**src/rtl/hist_bin_dispatcher.sv**
```systemverilog
// hist_bin_dispatcher: time-tagger record to histogram bin converter,
// with a small pending FIFO and a req/ack dispatcher to the incrementer.
module hist_bin_dispatcher #(
    parameter int CH_W       = 2,
    parameter int INT_W      = 6,
    parameter int ADDR_W     = 7,
    parameter int CENTER     = 64,
    parameter int FIFO_DEPTH = 4,
    parameter int CNT_W      = 16
) (
    input  logic                          clk,
    input  logic                          rst_n,
    input  logic                          enable,
    input  logic [CH_W-1:0]               cfg_ch_a,
    input  logic [CH_W-1:0]               cfg_ch_b,
    input  logic [CH_W-1:0]               start_ch,
    input  logic [CH_W-1:0]               end_ch,
    input  logic [INT_W-1:0]              interval,
    input  logic                          data_arrived,
    output logic [ADDR_W-1:0]             mem_addr,
    output logic                          mem_req,
    input  logic                          mem_ack,
    output logic [$clog2(FIFO_DEPTH):0]   fifo_level,
    output logic [CNT_W-1:0]              drop_cnt,
    output logic [CNT_W-1:0]              oor_cnt,
    output logic [CNT_W-1:0]              ovf_cnt
);

    localparam int PW = $clog2(FIFO_DEPTH);
    localparam int BW = ADDR_W + 2;

    typedef enum logic [1:0] {
        S_IDLE = 2'd0,
        S_REQ  = 2'd1,
        S_GAP  = 2'd2
    } state_t;

    logic [2:0]               sync_q;
    logic                     ev;
    logic                     is_ab;
    logic                     is_ba;
    logic                     match;
    logic signed [BW-1:0]     center_s;
    logic signed [BW-1:0]     ival_s;
    logic signed [BW-1:0]     bin;
    logic                     oor;
    logic                     accept;
    logic                     valid_ev;
    logic                     drop_inc;
    logic                     oor_inc;
    logic                     ovf_inc;
    logic                     push;
    logic                     pop;
    logic                     full;
    logic                     empty;
    logic [PW-1:0]            wr_ptr;
    logic [PW-1:0]            rd_ptr;
    logic [PW:0]              count;
    logic [ADDR_W-1:0]        fifo_mem [FIFO_DEPTH];
    state_t                   state_q;
    state_t                   state_d;

    // Synchronise the asynchronous record-valid level into the clk domain
    always_ff @(posedge clk or negedge rst_n) begin
        if (!rst_n) sync_q <= '0;
        else        sync_q <= {sync_q[1:0], data_arrived};
    end

    assign ev     = (sync_q[2:1] == 2'b01);
    assign accept = ev & enable;

    assign is_ab = (start_ch == cfg_ch_a) && (end_ch == cfg_ch_b);
    assign is_ba = !is_ab && (start_ch == cfg_ch_b) && (end_ch == cfg_ch_a);
    assign match = is_ab | is_ba;

    assign center_s = BW'(CENTER);
    assign ival_s   = BW'(interval);

    // Signed bin offset from the centre; direction follows the channel order
    always_comb begin
        bin = center_s;
        if (is_ab) bin = center_s + ival_s;
        else       bin = center_s - ival_s;
    end

    // Any set bit above the address range (incl. sign) means out of range
    assign oor = |bin[BW-1:ADDR_W];

    assign valid_ev = accept & match & ~oor;
    assign drop_inc = accept & ~match;
    assign oor_inc  = accept & match & oor;

    assign full  = (count == (PW+1)'(FIFO_DEPTH));
    assign empty = (count == '0);

    // A pop in the same cycle frees a slot, so a full FIFO can still accept
    assign push    = valid_ev & (~full | pop);
    assign ovf_inc = valid_ev & full & ~pop;

    // FIFO pointer and occupancy bookkeeping
    always_ff @(posedge clk or negedge rst_n) begin
        if (!rst_n) begin
            wr_ptr <= '0;
            rd_ptr <= '0;
            count  <= '0;
        end else begin
            if (push) wr_ptr <= wr_ptr + 1'b1;
            if (pop)  rd_ptr <= rd_ptr + 1'b1;
            unique case ({push, pop})
                2'b10:   count <= count + 1'b1;
                2'b01:   count <= count - 1'b1;
                default: count <= count;
            endcase
        end
    end

    // FIFO storage; contents are meaningless once the pointers are reset
    always_ff @(posedge clk) begin
        if (push) fifo_mem[wr_ptr] <= bin[ADDR_W-1:0];
    end

    assign fifo_level = count;

    // Dispatcher state register
    always_ff @(posedge clk or negedge rst_n) begin
        if (!rst_n) state_q <= S_IDLE;
        else        state_q <= state_d;
    end

    // Dispatcher next-state logic
    always_comb begin
        state_d = state_q;
        unique case (state_q)
            S_IDLE:  if (!empty) state_d = S_REQ;
            S_REQ:   if (mem_ack) state_d = S_GAP;
            S_GAP:   state_d = S_IDLE;
            default: state_d = S_IDLE;
        endcase
    end

    // Dispatcher outputs: pop on leaving IDLE, request while in REQ
    always_comb begin
        pop     = 1'b0;
        mem_req = 1'b0;
        unique case (state_q)
            S_IDLE:  pop = !empty;
            S_REQ:   mem_req = 1'b1;
            default: ;
        endcase
    end

    // Latch the FIFO head as the request address when it is popped
    always_ff @(posedge clk or negedge rst_n) begin
        if (!rst_n)   mem_addr <= '0;
        else if (pop) mem_addr <= fifo_mem[rd_ptr];
    end

    // Saturating diagnostic counters
    always_ff @(posedge clk or negedge rst_n) begin
        if (!rst_n) begin
            drop_cnt <= '0;
            oor_cnt  <= '0;
            ovf_cnt  <= '0;
        end else begin
            if (drop_inc && drop_cnt != '1) drop_cnt <= drop_cnt + 1'b1;
            if (oor_inc  && oor_cnt  != '1) oor_cnt  <= oor_cnt + 1'b1;
            if (ovf_inc  && ovf_cnt  != '1) ovf_cnt  <= ovf_cnt + 1'b1;
        end
    end

endmodule

```
**config.mk**
```make
export PLATFORM = sky130hd
export DESIGN_NAME = hist_bin_dispatcher
export DESIGN_NICKNAME = d
export VERILOG_FILES = /design/src/rtl/hist_bin_dispatcher.sv
export SDC_FILE = /design/constraint.sdc
export NUM_CORES = 1
export LEC_CHECK = 0
export BUFFER_PORTS_ARGS = -buffer_cell sky130_fd_sc_hd__buf_4
export CAP_MARGIN = 10
export CORE_ASPECT_RATIO = 0.75
export CORE_MARGIN = 2
export CORE_UTILIZATION = 60
export CTS_BUF_LIST = sky130_fd_sc_hd__clkbuf_4 sky130_fd_sc_hd__clkbuf_8
export CTS_CLUSTER_SIZE = 14
export DETAILED_ROUTE_END_ITERATION = 8
export PLACE_DENSITY = 0.93
export SYNTH_ARGS = -nofsm -noshare
export SYNTH_HDL_FRONTEND = slang
export SYNTH_SLANG_ARGS = --single-unit
```
**constraint.sdc**
```tcl
create_clock -name clk -period 6 [get_ports clk]
set_input_delay 1.2 -clock clk [delete_from_list [all_inputs] [get_ports clk]]
set_output_delay 1.2 -clock clk [all_outputs]
set_load 0.02 [all_outputs]
```
# Word level (Yosys, flattened, before mapping)

Memories as Yosys holds them, arrays and structs flattened. A register that Yosys moved wholly into a read port is not among the register bits.
Cells that the tools add are included.

Register bits after elaboration: 60
Latch bits: 0
Memory bits (writable): 28
Bits in read-only memories: 0
Bits of input ports: 19
Output and inout port bits: 59
Memories: 1

Memories:

| memory   | words | bits a word | rd ports | clocked after memory_dff | wr ports | RTL line | text |
|---|---|---|---|---|---|---|---|
| fifo_mem | 4     | 7           | 1        | 1                        | 1        | 59       | `logic [ADDR_W-1:0] fifo_mem [FIFO_DEPTH];` |

Add/sub/neg operators: 9
Multiply operators: 0
Divide/modulo/power cells: 0
Magnitude comparators: 0
Equal/unequal tests: 14
Shift-type cells: 0
Multiplexer cells: 9
Bitwise logic cells: 14
Reduce and logical (&&, ||, !) cells: 14

Operator list:

| cell                    | count |
|---|---|
| $add A16 B1 Y16 const B | 3 |
| $ne A16 B16 Y1 const B  | 3 |
| $mux W9                 | 1 |
| $add A7 B6 Y8 const A   | 1 |
| $and A1 B1 Y1           | 8 |
| $eq A2 B2 Y1            | 4 |
| $sub A7 B6 Y8 const A   | 1 |
| $eq A2 B1 Y1 const B    | 3 |
| $logic_and A1 B1 Y1     | 6 |
| $pmux W3 S2             | 1 |
| $add A2 B1 Y2 const B   | 2 |
| $mux W1                 | 4 |
| $mux W2                 | 2 |
| $ne A2 B2 Y1 const B    | 2 |
| $not A1 Y1              | 4 |
| $pmux W2 S2             | 1 |
| $add A3 B1 Y3 const B   | 1 |
| $eq A3 B3 Y1 const B    | 1 |
| $logic_not A1 Y1        | 3 |
| $logic_not A3 Y1        | 1 |
| $sub A3 B1 Y3 const B   | 1 |
| $eq A2 B2 Y1 const B    | 1 |
| $logic_not A2 Y1        | 1 |
| $or A1 B1 Y1            | 2 |
| 3 further kinds         | 3 |

# Depth between registers and ports, before layout

Gate-level depths: netlist of the first run.

Word-level depth: 11
Mapped depth: 10
Mapped depth without buffers: 9

# Worst setup path before layout of the first run

OpenSTA, ideal clock, no wires.

Path type: input port to flip-flop
From: input start_ch[1]
To: memory fifo_mem[0][0] (enable)
Data arrival time: 2.513 ns
Required time: 5.674 ns
Path slack: 3.161 ns
Stages on the path: 7
Path buffers: 2
Cell sequence: xor2_1 nor4_4 or2_1 buf_2 and3_1 buf_2 and2_1

Cells in the longest elaborated chain, start to end: 11
Elaborated cells between the ends (all ways): 15

RTL lines:

| element                           | RTL line | text |
|---|---|---|
| start, declared                   | 16       | `input logic [CH_W-1:0] start_ch,` |
| $eq A2 B2 Y1                      | 72       | `assign is_ab = (start_ch == cfg_ch_a) && (end_ch == cfg_ch_b);` |
| $logic_and A1 B1 Y1               | 72       |  |
| $logic_not A1 Y1                  | 73       | `assign is_ba = !is_ab && (start_ch == cfg_ch_b) && (end_ch == cfg_ch_a);` |
| $logic_and A1 B1 Y1 (2 in series) | 73       |  |
| $or A1 B1 Y1                      | 74       | `assign match = is_ab \| is_ba;` |
| $and A1 B1 Y1                     | 89       | `assign valid_ev = accept & match & ~oor;` |
| $and A1 B1 Y1 (*)                 | 89       |  |
| $and A1 B1 Y1 (*)                 | 97       | `assign push = valid_ev & (~full \| pop);` |
| $mux W1 (*)                       | 119      | `if (push) fifo_mem[wr_ptr] <= bin[ADDR_W-1:0];` |
| $mux W1 (not written as such) (*) | 119      |  |
| end, declared                     | 59       |  |

Mark *: on every way between the ends. The rest lies on a longest branch, timed or not.

# Worst setup path in the final report of the first run

From: input start_ch[1]
To: memory fifo_mem[0][1] (enable)

Same word-level chain as after synthesis.

==> summary.md, run 1 <==
| Metric | Value |
|---|---|
| Status | `finished, final reports clean` |
| Combinational Power Share | `30.3%` |
| Share of cells above drive strength 1 | `28.3%` |
| Die Ht | `73.1 um` |
| CP top delay family | `simple AND/OR/NAND/NOR gates` |
| Layout fillers | `390` |
| Htree depth | `3` |
| Clk sink count | `79` |
| Vias per cell | `5.64` |
| Post-cts sizing count | `0` |
| Placed Cells | `429` |
| Initial Util | `61.4%` |
| Pin count of the biggest net entering global routing | `52` |
| Hold buffers post-CTS | `0` |
| First-pass GRT wire length | `12,200 um` |
| Reg area | `2120 um2` |
| Setup Total Neg Slack | `0 ns` |
| Final setup fails | `0` |
| Layout Cells excl Fill | `445` |
| P&R area growth vs syn | `17.1%` |
| Worst VDD drop | `0.198 mV` |
| Number of synthesized flops with an enable pin | `28` |
| CTS buffer count | `9` |
| Mapped Cells | `296` |
| Vias in the first global route | `2,476` |
| Routed wl met2 | `3640 um` |
| Nets | `386` |
| Iteration-0 DRC Markers | `210` |
| Startpoint Class | `input pin` |
| Initial antenna violation count | `0` |
| Yosys cell types | `46` |
| Post-DP HPWL | `5420 um` |
| Antenna viol nets, final | `0` |
| Gr ovfl total | `0` |
| Setup WS post-layout | `2.33 ns` |
| Highest routed metal layer | `met4` |
| DRC Markers | `0` |
| Number of max-cap violations | `0` |
| Slowest stage delay, CP | `0.89 ns` |
| Core Footprint | `6220 um2` |
| Worst Path Arrival | `3.68 ns` |
| Area used by multi-input combinational logic | `1570 um2` |
| GPL Wtd Cong | `0.871` |
| RSZ-0062 raised after global routing | `no` |
| Met1 wire length | `3240 um` |
| WP data required | `6.01 ns` |
| Hold slack | `0.361 ns` |
| Sw frac | `33.4%` |
| Final Hold Violating Endpoints | `0` |
| Clk_lat worst skew | `0.35 ns` |
| Leakage | `1.95 nW` |
| Synth warn | `0` |
| Ant diodes | `0` |
| Synth Cell Area | `3820 um2` |
| Sequential share of the synthesized area | `55.4%` |
| Post-synth top area cell | `dfrtp_1` |
| Share of flip-flops with an asynchronous set or reset | `64.6%` |
| # Post-CTS Setup Buffers | `0` |
| Worst Tran Pin Value | `1.02 ns` |
| Critical-path cell list | `buf_4, xor2_1, nor4_2, or2_1, and3_1, and2_1` |
| Cell Int Power | `1.07 mW` |
| R2R setup slack | `3.76 ns` |
| NetSw | `0.536 mW` |
| Skew final | `0.0127 ns` |
| DIE AREA | `7030 um2` |
| Fin crit share | `61.1%` |
| Predominant post-synthesis flop cell | `dfrtp_1` |
| Largest cells by area after synthesis | `dfrtp_1, edfxtp_1, xor2_1` |
| Metal3 WL | `525 um` |
| Post-Place Setup Slack | `1.96 ns` |
| Total Wirelength | `7530 um` |
| CP endpoint kind | `flop` |
| Die W | `96.2 um` |
| First-pass iteration count of the detailed router | `4` |
| Fmax | `0.273 GHz` |
| Slowest stage cell, crit path | `nor4_2` |
| Max FO, Critical Path | `15` |
| Hold Path Class | `reg -> reg` |
| # rows | `25` |
| Clock share of power | `24.5%` |
| Slew HR | `31.2%` |
| Area share of the largest cell type after synthesis | `33.4%` |
| Sequential share of power | `45.2%` |
| DR WL/cell | `16.9 um` |
| Avg Inst Size Synth | `12.9 um2` |
| Slew Viols, Final | `0` |
| CTS Buffer Depth | `2` |
| Clock transition at path regs | `0.08 ns` |
| Via count | `2,510` |
| I/O Buffers | `61` |
| Buf+Inv Stages, Crit Path | `1` |
| Tot GR Track Use | `23.6%` |
| PwrDens | `359 nW/um2` |
| Yosys reg bits | `79` |
| Ports | `78` |
| Fin crit period | `3.67 ns` |
| CTS tree | `yes` |
| Worst Path Class, Setup | `in -> reg` |
| Root Buffer | `clkbuf_8` |
placed cells by master, fill, tap and decap left out, drive strengths merged, types with 2 or more instances in the layout:
cell and count:
nand3 16, ha 7, nand2 13, clkbuf 10, nor4 9, nand4 12, or2 2, and4 4
inv 10, conb 16, nor2 14, nor3b 2, o21ai 2, nand2b 3, buf 61, xor2 23
mux2 13, o2111ai 2, clkinv 2, and3 6, mux4 7, edfxtp 28, xnor2 21, nor3 8
dfrtp 51, and2 6
power groups by stage:
stage               logic, mW  clock network (mW)  registers (mW)
global route            0.525               0.423           0.741
CTS                     0.491               0.399           0.727
floorplan               0.292                   0           0.762
detailed placement      0.487                   0           0.736
finish                  0.487               0.394           0.727
global placement        0.461                   0           0.733
Yosys cell counts (3+ instances only):
cell type / instances
nand2_1: 13
mux2_1: 5
edfxtp_1: 28
and2_1: 6
nor4_1: 4
and3_1: 6
buf_4: 16
clkbuf_1: 3
mux2_2: 8
buf_2: 3
nand2b_1: 3
xnor2_1: 21
and4_1: 4
ha_1: 7
nor2_1: 13
inv_1: 8
nor4_2: 3
nand4_1: 12
mux4_2: 7
xor2_1: 23
nand3_1: 16
nor3_1: 8
dfrtp_1: 51
state kept, by name, summed over array words and instances, names as in the netlist:
signal,flops
ovf_cnt,16
drop_cnt,16
wr_ptr,2
mem_addr,7
sync_q,3
state_q,2
fifo_level,3
fifo_mem,28
rd_ptr,2
worst paths after layout:
| kind | end | cells after the start | start |
|---|---|---|---|
| worst min-delay path | sync_q[1] | 0 | sync_q[0] |
| min in group asynchronous | drop_cnt[11] | 1 | rst_n |
| max in group asynchronous | mem_addr[1] | 1 | rst_n |
| worst max register to register | fifo_level[2] | 7 | fifo_level[2] |
| worst min register to register | sync_q[1] | 0 | sync_q[0] |
| worst max-delay path | fifo_mem[0][1] | 6 | start_ch[1] |
metal layers:
metal / up-vias / track usage, %
met5: - / 0
met4: 0 / 8.41
met3: 12 / 5.99
met2: 105 / 36.1
met1: 1228 / 33.1
li1: 1165 / -
layout make-up:
cell class / instances / share of cell area, %
clock buffer: 10 / 2.94
clock inverter: 6 / 1.54
inverter: 8 / 0.671
multi-input combinational: 200 / 35.1
sequential: 79 / 47.3
tap: 81 / 2.26
timing repair buffer: 61 / 10.2
through the flow:
stage,power [mW],area (um2),utilization [%]
floorplan,1.05,3880,-
global placement,1.19,4280,68.7
detailed placement,1.22,4280,68.7
CTS,1.62,4480,71.9
global route,1.69,4480,71.9
finish,1.61,4480,71.9
cells by family after synthesis:
logic type	after synthesis	synth area share [%]
other	1	0.0981
muxes	21	8.22
xor gates and xnor gates	44	10.1
buffers and inverters	32	5.20
AOI/OAI and AO/OA	13	2.75
DFF	79	55.4
and+or+nand+nor	98	15.5
adders and majority gates	8	2.81
No activity file was read; power rests on OpenSTA's default activity.
==> inputs of run 2 (changes only) <==
Settings changed: CORE_UTILIZATION 60 to 51, PLACE_DENSITY 0.93 to 0.85.
Clock period 6 ns to 3 ns, I/O delays scaled along.
==> run 2 against run 1 <==
Against the previous run:
- clock skew is 0.00064 ns higher
- via count is 1.6% higher
- first-iteration DRC count is 31% lower
- largest cell class unchanged
- sequential share of layout area is 0.25 points lower
- critical path depth stayed put
- worst hold slack worse by 0.084 ns
- critical endpoint is now fifo_mem[2][6]
- non-clock buffer count is 4 higher
- global-route usage is 3.4 points lower
- sequential cell count stayed put
- highest routed layer unchanged
- combinational power is 100% higher
- core utilization is 10 points lower
- final cell count is 5.4% higher
==> summary.md, run 2 (same netlist as run 1, synthesis figures left out) <==
| Metric | Value |
|---|---|
| Utilization after layout | `61.7% (-10 points)` |
| CTS tree | `yes` |
| Layout Cells excl Fill | `469 (+5.4%)` |
| R2R setup slack | `0.89 ns (-2.87 ns)` |
| Nets | `390 (+1.0%)` |
| # rows | `27 (+8.0%)` |
| Ant diodes | `0 (unchanged)` |
| CP endpoint kind | `flop` |
| Tot GR Track Use | `20.2% (-3.4 points)` |
| Iteration-0 DRC Markers | `145 (-31%)` |
| Antenna viol nets, final | `0 (unchanged)` |
| DP Area | `4330 um2 (+1.3%)` |
| Worst VDD drop | `0.358 mV (+81%)` |
| Total Wirelength | `7580 um (+0.60%)` |
| GPL Wtd Cong | `0.815 (-6.4%)` |
| Initial antenna violation count | `0 (unchanged)` |
| Post-DP HPWL | `5590 um (+3.0%)` |
| Leakage | `1.96 nW (+0.45%)` |
| WP data required | `3.02 ns (-2.99 ns)` |
| Die Ht | `79.0 um (+8.0%)` |
| Skew final | `0.0133 ns (+0.000644 ns)` |
| Setup Total Neg Slack | `0 ns (unchanged)` |
| Max reg flops | `28 (unchanged)` |
| Layout fillers | `580 (+49%)` |
| Final instance area | `4500 um2 (+0.53%)` |
| Worst Path Arrival | `2.25 ns (-1.43 ns)` |
| Pin count of the biggest net entering global routing | `52 (unchanged)` |
| Critical-path cell list | `buf_4, xor2_1, nor4_2, or2_1, and3_1, and2_1` |
| Setup WS post-layout | `0.769 ns (-1.56 ns)` |
| Hold Path Class | `in -> async` |
| Fin crit period | `2.23 ns` |
| P&R area growth vs syn | `17.7%` |
| RR Startpoint | `state_q[1]` |
| Htree depth | `3 (unchanged)` |
| Final Hold Violating Endpoints | `0 (unchanged)` |
| Clk_lat worst skew | `0.35 ns (about the same)` |
| Slowest stage delay, CP | `0.53 ns (-0.36 ns)` |
| CTS buffer count | `9 (unchanged)` |
| Slowest stage cell, crit path | `nor4_2` |
| Top reg by flops | `fifo_mem` |
| First-pass iteration count of the detailed router | `4 (unchanged)` |
| RSZ-0062 raised after global routing | `no` |
| DRC Markers | `0 (unchanged)` |
| Post-Place Setup Slack | `0.384 ns (-1.58 ns)` |
| Die W | `104 um (+8.1%)` |
| First-pass GRT wire length | `12,800 um (+5.3%)` |
| Commonest cells after routing, fill and taps aside | `buf_4, dfrtp_1, edfxtp_1` |
| Total power | `3.14 mW (+95%)` |
| Placed Cells | `453 (+5.6%)` |
| Hold buffers post-CTS | `0 (unchanged)` |
| Via count | `2,550 (+1.6%)` |
| Share of cells above drive strength 1 | `29.1% (+0.78 points)` |
| Max FO, Critical Path | `7 (-8)` |
| Worst Path Class, Setup | `in -> reg` |
| Gr ovfl total | `0 (unchanged)` |
| Vias per cell | `5.44 (-3.6%)` |
| Fin crit share | `74.4%` |
| Vias in the first global route | `2,533 (+2.3%)` |
| Core Footprint | `7300 um2 (+17%)` |
| CP startpoint | `start_ch[1]` |
| Commonest non-fill, non-tap cell in the layout | `buf_4` |
| I/O Buffers | `61 (unchanged)` |
| Ports | `78 (unchanged)` |
| Worst Tran Pin Value | `0.713 ns (-0.311 ns)` |
| PwrDens | `698 nW/um2 (+94%)` |
| Clock transition at path regs | `0.07 ns (about the same)` |
| Root Buffer | `clkbuf_8` |
| CTS Buffer Depth | `2 (unchanged)` |
| Slew Viols, Final | `0 (unchanged)` |
| DIE AREA | `8210 um2 (+17%)` |
| Hold slack | `0.277 ns (-0.0842 ns)` |
| Clk sink count | `79 (unchanged)` |
| Status | `finished, final reports clean` |
| Biggest regs | `fifo_mem: 28 flops, drop_cnt: 16 flops, ovf_cnt: 16 flops` |
| # Post-CTS Setup Buffers | `0 (unchanged)` |
| Initial Util | `52.4% (-9.0 points)` |
| Final setup fails | `0 (unchanged)` |
| Slew HR | `52.4% (+21 points)` |
| Startpoint Class | `input pin` |
| DR WL/cell | `16.2 um (-4.6%)` |
| Fmax | `0.448 GHz` |
| Number of max-cap violations | `0 (unchanged)` |
| Post-cts sizing count | `0 (unchanged)` |
[run 2: changes by cell type in the layout (fill, tap and decap cells not counted), sizes merged]
cell | before | now
clkinv | 2 | 4
inv | 10 | 9
bufinv | 1 | 0
buf | 61 | 65
[run 2: layer usage]
metal / routed length [um] / global-route usage [%]
met5: 0 / 0
met4: 87 / 6.49
met3: 635 / 6.16
met2: 3520 / 31.0
met1: 3340 / 27.7
[run 2: final timing paths]
check | end | cells past startpoint
hold / removal | sync_q[1] | 1
min in group clk | sync_q[0] | 1
max in group asynchronous | drop_cnt[14] | 1
setup reg to reg | fifo_mem[2][6] | 3
hold reg to reg | sync_q[1] | 0
setup / recovery | fifo_mem[2][6] | 6
[run 2: final cells by class]
| cell class | count | area [um2] | area share [%] |
|---|---|---|---|
| repair buffers | 65 | 488 | 10.8 |
| well taps | 101 | 126 | 2.81 |
| multi-input cells | 200 | 1570 | 34.9 |
| clock buffers | 10 | 131 | 2.92 |
| flip-flops and latches | 79 | 2120 | 47.1 |
| inverters | 8 | 30.0 | 0.667 |
| clock inverters | 6 | 37.5 | 0.834 |
[run 2: report_power, final]
part / switching, mW / internal (mW) / leakage, nW
logic: 0.502 / 0.483 / 0.952
registers: 0.182 / 1.28 / 0.916
clock network: 0.389 / 0.307 / 0.0898
total: 1.07 / 2.07 / 1.96
[run 2: critical path, delay by kind of cell]
family | cells | cell delay [ns]
simple gates | 4 | 1.37
xor+xnor | 1 | 0.15
buf+inv | 1 | 0.12
